==> src/rtl/config_frame_sequencer.sv <==
// Packs a word stream into column frames and strobes each frame into its (row, block) word line,
// walking block-major within row across the whole configuration array.
module config_frame_sequencer #(
    parameter int unsigned ROWS        = 19,
    parameter int unsigned BLOCKS      = 9,
    parameter int unsigned WORD_W      = 8,
    parameter int unsigned FRAME_WORDS = 4,
    parameter int unsigned WR_CYCLES   = 2
) (
    input  logic                          clk,
    input  logic                          reset,
    input  logic                          io_start,
    input  logic                          io_inValid,
    input  logic [WORD_W-1:0]             io_inData,
    output logic                          io_inReady,
    output logic [5:0]                    io_rAddr,
    output logic [3:0]                    io_bAddr,
    output logic [WORD_W*FRAME_WORDS-1:0] io_colData,
    output logic                          io_wrEn,
    output logic                          io_busy,
    output logic                          io_done
);

    localparam int unsigned ColW  = WORD_W * FRAME_WORDS;
    localparam int unsigned WcntW = (FRAME_WORDS > 1) ? $clog2(FRAME_WORDS) : 1;
    localparam int unsigned TmrW  = $clog2(WR_CYCLES + 1);

    localparam logic [WcntW-1:0] WcntLast = WcntW'(FRAME_WORDS - 1);
    localparam logic [TmrW-1:0]  TmrLast  = TmrW'(WR_CYCLES - 1);
    localparam logic [5:0]       RowLast  = 6'(ROWS - 1);
    localparam logic [3:0]       BlkLast  = 4'(BLOCKS - 1);
    localparam logic [5:0]       NoRow    = 6'h3F;

    typedef enum logic [2:0] {StIdle, StLoad, StWrite, StHold, StDone} state_e;

    state_e           state_q;
    logic [5:0]       row_q;
    logic [3:0]       blk_q;
    logic [WcntW-1:0] wcnt_q;
    logic [TmrW-1:0]  tmr_q;
    logic [ColW-1:0]  col_q;
    logic [5:0]       raddr_q;
    logic [3:0]       baddr_q;
    logic             wren_q;
    logic             busy_q;
    logic             done_q;

    always_ff @(posedge clk or posedge reset) begin
        if (reset) begin
            state_q <= StIdle;
            row_q   <= '0;
            blk_q   <= '0;
            wcnt_q  <= '0;
            tmr_q   <= '0;
            col_q   <= '0;
            raddr_q <= NoRow;
            baddr_q <= '0;
            wren_q  <= 1'b0;
            busy_q  <= 1'b0;
            done_q  <= 1'b0;
        end else begin
            unique case (state_q)
                StIdle, StDone: begin
                    if (io_start) begin
                        state_q <= StLoad;
                        row_q   <= '0;
                        blk_q   <= '0;
                        wcnt_q  <= '0;
                        busy_q  <= 1'b1;
                        done_q  <= 1'b0;
                    end
                end
                StLoad: begin
                    if (io_inValid) begin
                        // First word of the frame ends up in the top lane.
                        col_q <= {col_q[ColW-WORD_W-1:0], io_inData};
                        if (wcnt_q == WcntLast) begin
                            wcnt_q  <= '0;
                            tmr_q   <= '0;
                            state_q <= StWrite;
                            wren_q  <= 1'b1;
                            raddr_q <= row_q;
                            baddr_q <= blk_q;
                        end else begin
                            wcnt_q <= wcnt_q + 1'b1;
                        end
                    end
                end
                StWrite: begin
                    if (tmr_q == TmrLast) begin
                        tmr_q   <= '0;
                        wren_q  <= 1'b0;
                        state_q <= StHold;
                    end else begin
                        tmr_q <= tmr_q + 1'b1;
                    end
                end
                StHold: begin
                    // Addresses stay put this cycle for word-line hold time.
                    raddr_q <= NoRow;
                    baddr_q <= '0;
                    if (blk_q != BlkLast) begin
                        blk_q   <= blk_q + 1'b1;
                        state_q <= StLoad;
                    end else if (row_q != RowLast) begin
                        blk_q   <= '0;
                        row_q   <= row_q + 1'b1;
                        state_q <= StLoad;
                    end else begin
                        state_q <= StDone;
                        busy_q  <= 1'b0;
                        done_q  <= 1'b1;
                    end
                end
                default: state_q <= StIdle;
            endcase
        end
    end

    assign io_inReady = (state_q == StLoad);
    assign io_rAddr   = raddr_q;
    assign io_bAddr   = baddr_q;
    assign io_colData = col_q;
    assign io_wrEn    = wren_q;
    assign io_busy    = busy_q;
    assign io_done    = done_q;

endmodule
==> config.mk <==
export PLATFORM = sky130hd
export DESIGN_NAME = config_frame_sequencer
export DESIGN_NICKNAME = d
export VERILOG_FILES = /design/src/rtl/config_frame_sequencer.sv
export SDC_FILE = /design/constraint.sdc
export NUM_CORES = 1
export LEC_CHECK = 0
export ABC_AREA = 1
export BUFFER_PORTS_ARGS = -buffer_cell sky130_fd_sc_hd__buf_4
export CAP_MARGIN = 15
export CORE_MARGIN = 2
export CORE_UTILIZATION = 35
export DETAILED_ROUTE_END_ITERATION = 10
export GPL_ROUTABILITY_DRIVEN = 1
export HOLD_SLACK_MARGIN = 0.06
export SYNTH_ARGS = -nofsm -noshare
export SYNTH_HDL_FRONTEND = slang
export SYNTH_SLANG_ARGS = --single-unit
==> constraint.sdc <==
create_clock -name clk -period 2.2 [get_ports clk]
set_input_delay 0.11 -clock clk [delete_from_list [all_inputs] [get_ports clk]]
set_output_delay 0.11 -clock clk [all_outputs]
set_load 0.05 [all_outputs]
==> impl_results.md <==
* Status: finished, final reports clean
* Clock tree from TritonCTS: done
* RSZ-0062 raised after global routing: no
* Fin. max-slew vios at 0
* WP data arrival at roughly 1.9 ns
* Critical path fanouts, max at 20
* Routed vias at 2333
* Synthesized area at 0.00290 sq mm
* Vias per std cell at 4.55
* Multi-input gate area at about 0.0011 sq mm
* Worst Path Required at between 2 and 2.5 ns
* Total track usage at between 10 and 15%
* MaxCap Viol Count at 0
* Placement Setup Slack at 0.559 ns
* Drt pass-1 iters at 4
* Crit share post-route at about 76%
* Worst-Margin Slew at 0.636 ns
* H-Tree Depth at 3
* Max frequency at approximately 0.6 GHz
* Worst hold slack at between 0.09 and 0.1 ns
* Type of the tightest min-delay check: primary input to register
* Die area at 0.00902 sq mm
* Post-Route WL at roughly 6100 um
* Drt drc at 0
* Clock Path Buffers at 2
* Initial antenna violation count at 0
* Crit Path Class: register to register
* Seq. cell area at 0.00156 sq mm
* Final worst setup slack at 0.539 ns
* Post-synthesis cell type count at 26
* Area leader, netlist: dfrtp_1
* Die Y at approximately 95 um
* Fin Setup TNS at 0 ns
* Chip width at ~95 um
* Lkg Pwr at 0.00188 uW
* Most frequently used flop master after synthesis: dfrtp_1
* Max_slew headroom at 57.5%
* Ys async rst share at 100%
* Number of DRC markers in iteration 0 at 70
* Port bufs at between 50 and 60
* Area Growth Syn to Fin at 27.9%
* Core ar. at about 0.0081 sq mm
* Sequential area share after synthesis at ~54%
* GRT overflow at 0
* Synthesis-stage register bit count at 62
* Post-synth EDFFs at 0
* Final Non-Filler Cells at about 510
* Yosys synthesis warning count at 0
* Mapped Cells at 337
* Dpl cell area at around 0.0034 sq mm
* DP Cell Count at slightly below 500
* Cell area after layout at 0.00371 sq mm
* Area share of the largest cell type after synthesis at between 40 and 50%
* Clk sink count at 62
* Main area contributors after synthesis: dfrtp_1 (48%), nand2_1 (14%), dfstp_2 (5.4%)
* Largest net degree at the start of global routing at 42
* Ant. Diodes at 0
* Final hold vios at 0
* Wirelength per Cell at approximately 12 um
* CTS clk-pin slew, worst paths at ~0.070 ns
* Final min period at between 1.5 and 2 ns
* Worst skew pair latency at around 0.34 ns
* Worst Skew at approximately 0.0083 ns
* DP Wirelength at around 4400 um
* Startpoint types: register
* Share of post-route cells with drive strength above 1 at between 20% and 30%
* Dominant cell by count in the synthesized netlist: nand2_1
* Syn Area/Cell at ~8.6 sq um
* Syn Nets at around 350
* Vias in the first global route at ~2200
* Total power per unit cell area at 1650 mW/mm^2
* Starting Density at ~36%
* # setup viols final at 0
* Post-DRT Antenna Nets at 0
* First-pass GRT wire length at between 10000 and 15000 um
* Worst VDD drop at 999 uV
* Rows at 33
* Num CTS Buffers at 9
* Fillers at between 800 and 900
* Root Driver: clkbuf_8
* Top cells by count, synth: nand2_1 (105), dfrtp_1 (56), inv_1 (32)
* Kind of end point of the critical path: register
* Nets at around 420
* IO Count at between 50 and 60
* RD Place Congestion at between 0.7 and 0.8
## registers in the layout (all words and copies together) (netlist names)
name	flops
blk_q	4
io_bAddr	4
state_q	3
io_rAddr	6
io_colData	32
io_wrEn	1
wcnt_q	2
io_done	1
io_busy	1
row_q	6
tmr_q	2
## metal layers
layer	GRT usage [%]	vias to the layer above	part of all wire (%)
li1	-	1194	-
met1	17.1	1077	44
met2	24.6	55	48
met3	6.78	7	7.4
met4	3.99	0	0.83
met5	0	-	0
## cell usage in the layout (no fill, tap or decap), drive strengths merged
cell         instances
xor2                 1
nand2              109
dfstp                6
nand4                3
a21oi               15
clkinvlp             1
bufinv               2
or2                  1
clkbuf              12
nand3               29
dfrtp               56
dlygate4sd3          9
nor2                33
inv                 36
buf                 61
xnor2                2
ha                   5
o21ai               27
## metrics by stage
stage / util (%) / total power, uW
finish: 45.6 / 6110
global route: 45.6 / 6500
CTS: 45.6 / 6190
detailed placement: 41.7 / 5010
global placement: 41.7 / 4970
floorplan: - / 4160
## final cells by class
| class | instances | share of cell area (%) |
|---|---|---|
| tap | 105 | 3.54 |
| sequential | 62 | 42.1 |
| inverter | 36 | 3.64 |
| clock inverter | 3 | 1.82 |
| timing repair buffer | 70 | 15.1 |
| clock buffer | 12 | 4.18 |
| multi-input combinational | 225 | 29.6 |
## final timing paths
kind / from / to / slack [ns] / cells past startpoint
worst max-delay path: state_q[2]$_DFFE_PP0P_ / io_bAddr[2]$_DFFE_PP0P_ / 0.54 / 8
worst min-delay path: io_inValid / io_colData[20]$_DFFE_PP0P_ / 0.1 / 3
worst max register to register: state_q[2]$_DFFE_PP0P_ / io_bAddr[2]$_DFFE_PP0P_ / 0.54 / 8
worst min register to register: io_rAddr[0]$_DFFE_PP1P_ / io_rAddr[0]$_DFFE_PP1P_ / 0.48 / 2
max in group asynchronous: reset / io_colData[23]$_DFFE_PP0P_ / 1.08 / 4
min in group asynchronous: reset / io_bAddr[0]$_DFFE_PP0P_ / 0.42 / 3
## cells by family (layout without fill, tap and decap cells)
group / Yosys count / after routing / share of synthesized area (%)
DFF: 62 / 62 / 53.8
AOI/OAI and AO/OA: 42 / 42 / 8.03
buffers and inverters: 50 / 121 / 8.29
and+or+nand+nor: 175 / 175 / 26.8
xor gates and xnor gates: 3 / 3 / 0.907
adders and majority gates: 5 / 5 / 2.16
## power by group
group | leakage, uW | switching [uW] | internal (uW)
registers | 0.000757 | 308 | 1590
clock network | 0.000109 | 441 | 694
logic | 0.00102 | 2200 | 879
## worst max-delay path, stage by stage (launching register included)
cell and delay, ns:
dfrtp_1 0.44, inv_2 0.08, nand3_2 0.08, inv_2 0.21
nand2_1 0.08, nand2_1 0.06, nand2_1 0.34, nand2_1 0.16
o21ai_1 0.07
## repair_timing
item                      in CTS  in global routing
gates resized for setup        0                  0
hold buffers                   9                  0
buffers inserted               0                  0
hold endpoints to repair      36                  0
Note: power is estimated with default switching activity, not from simulation.
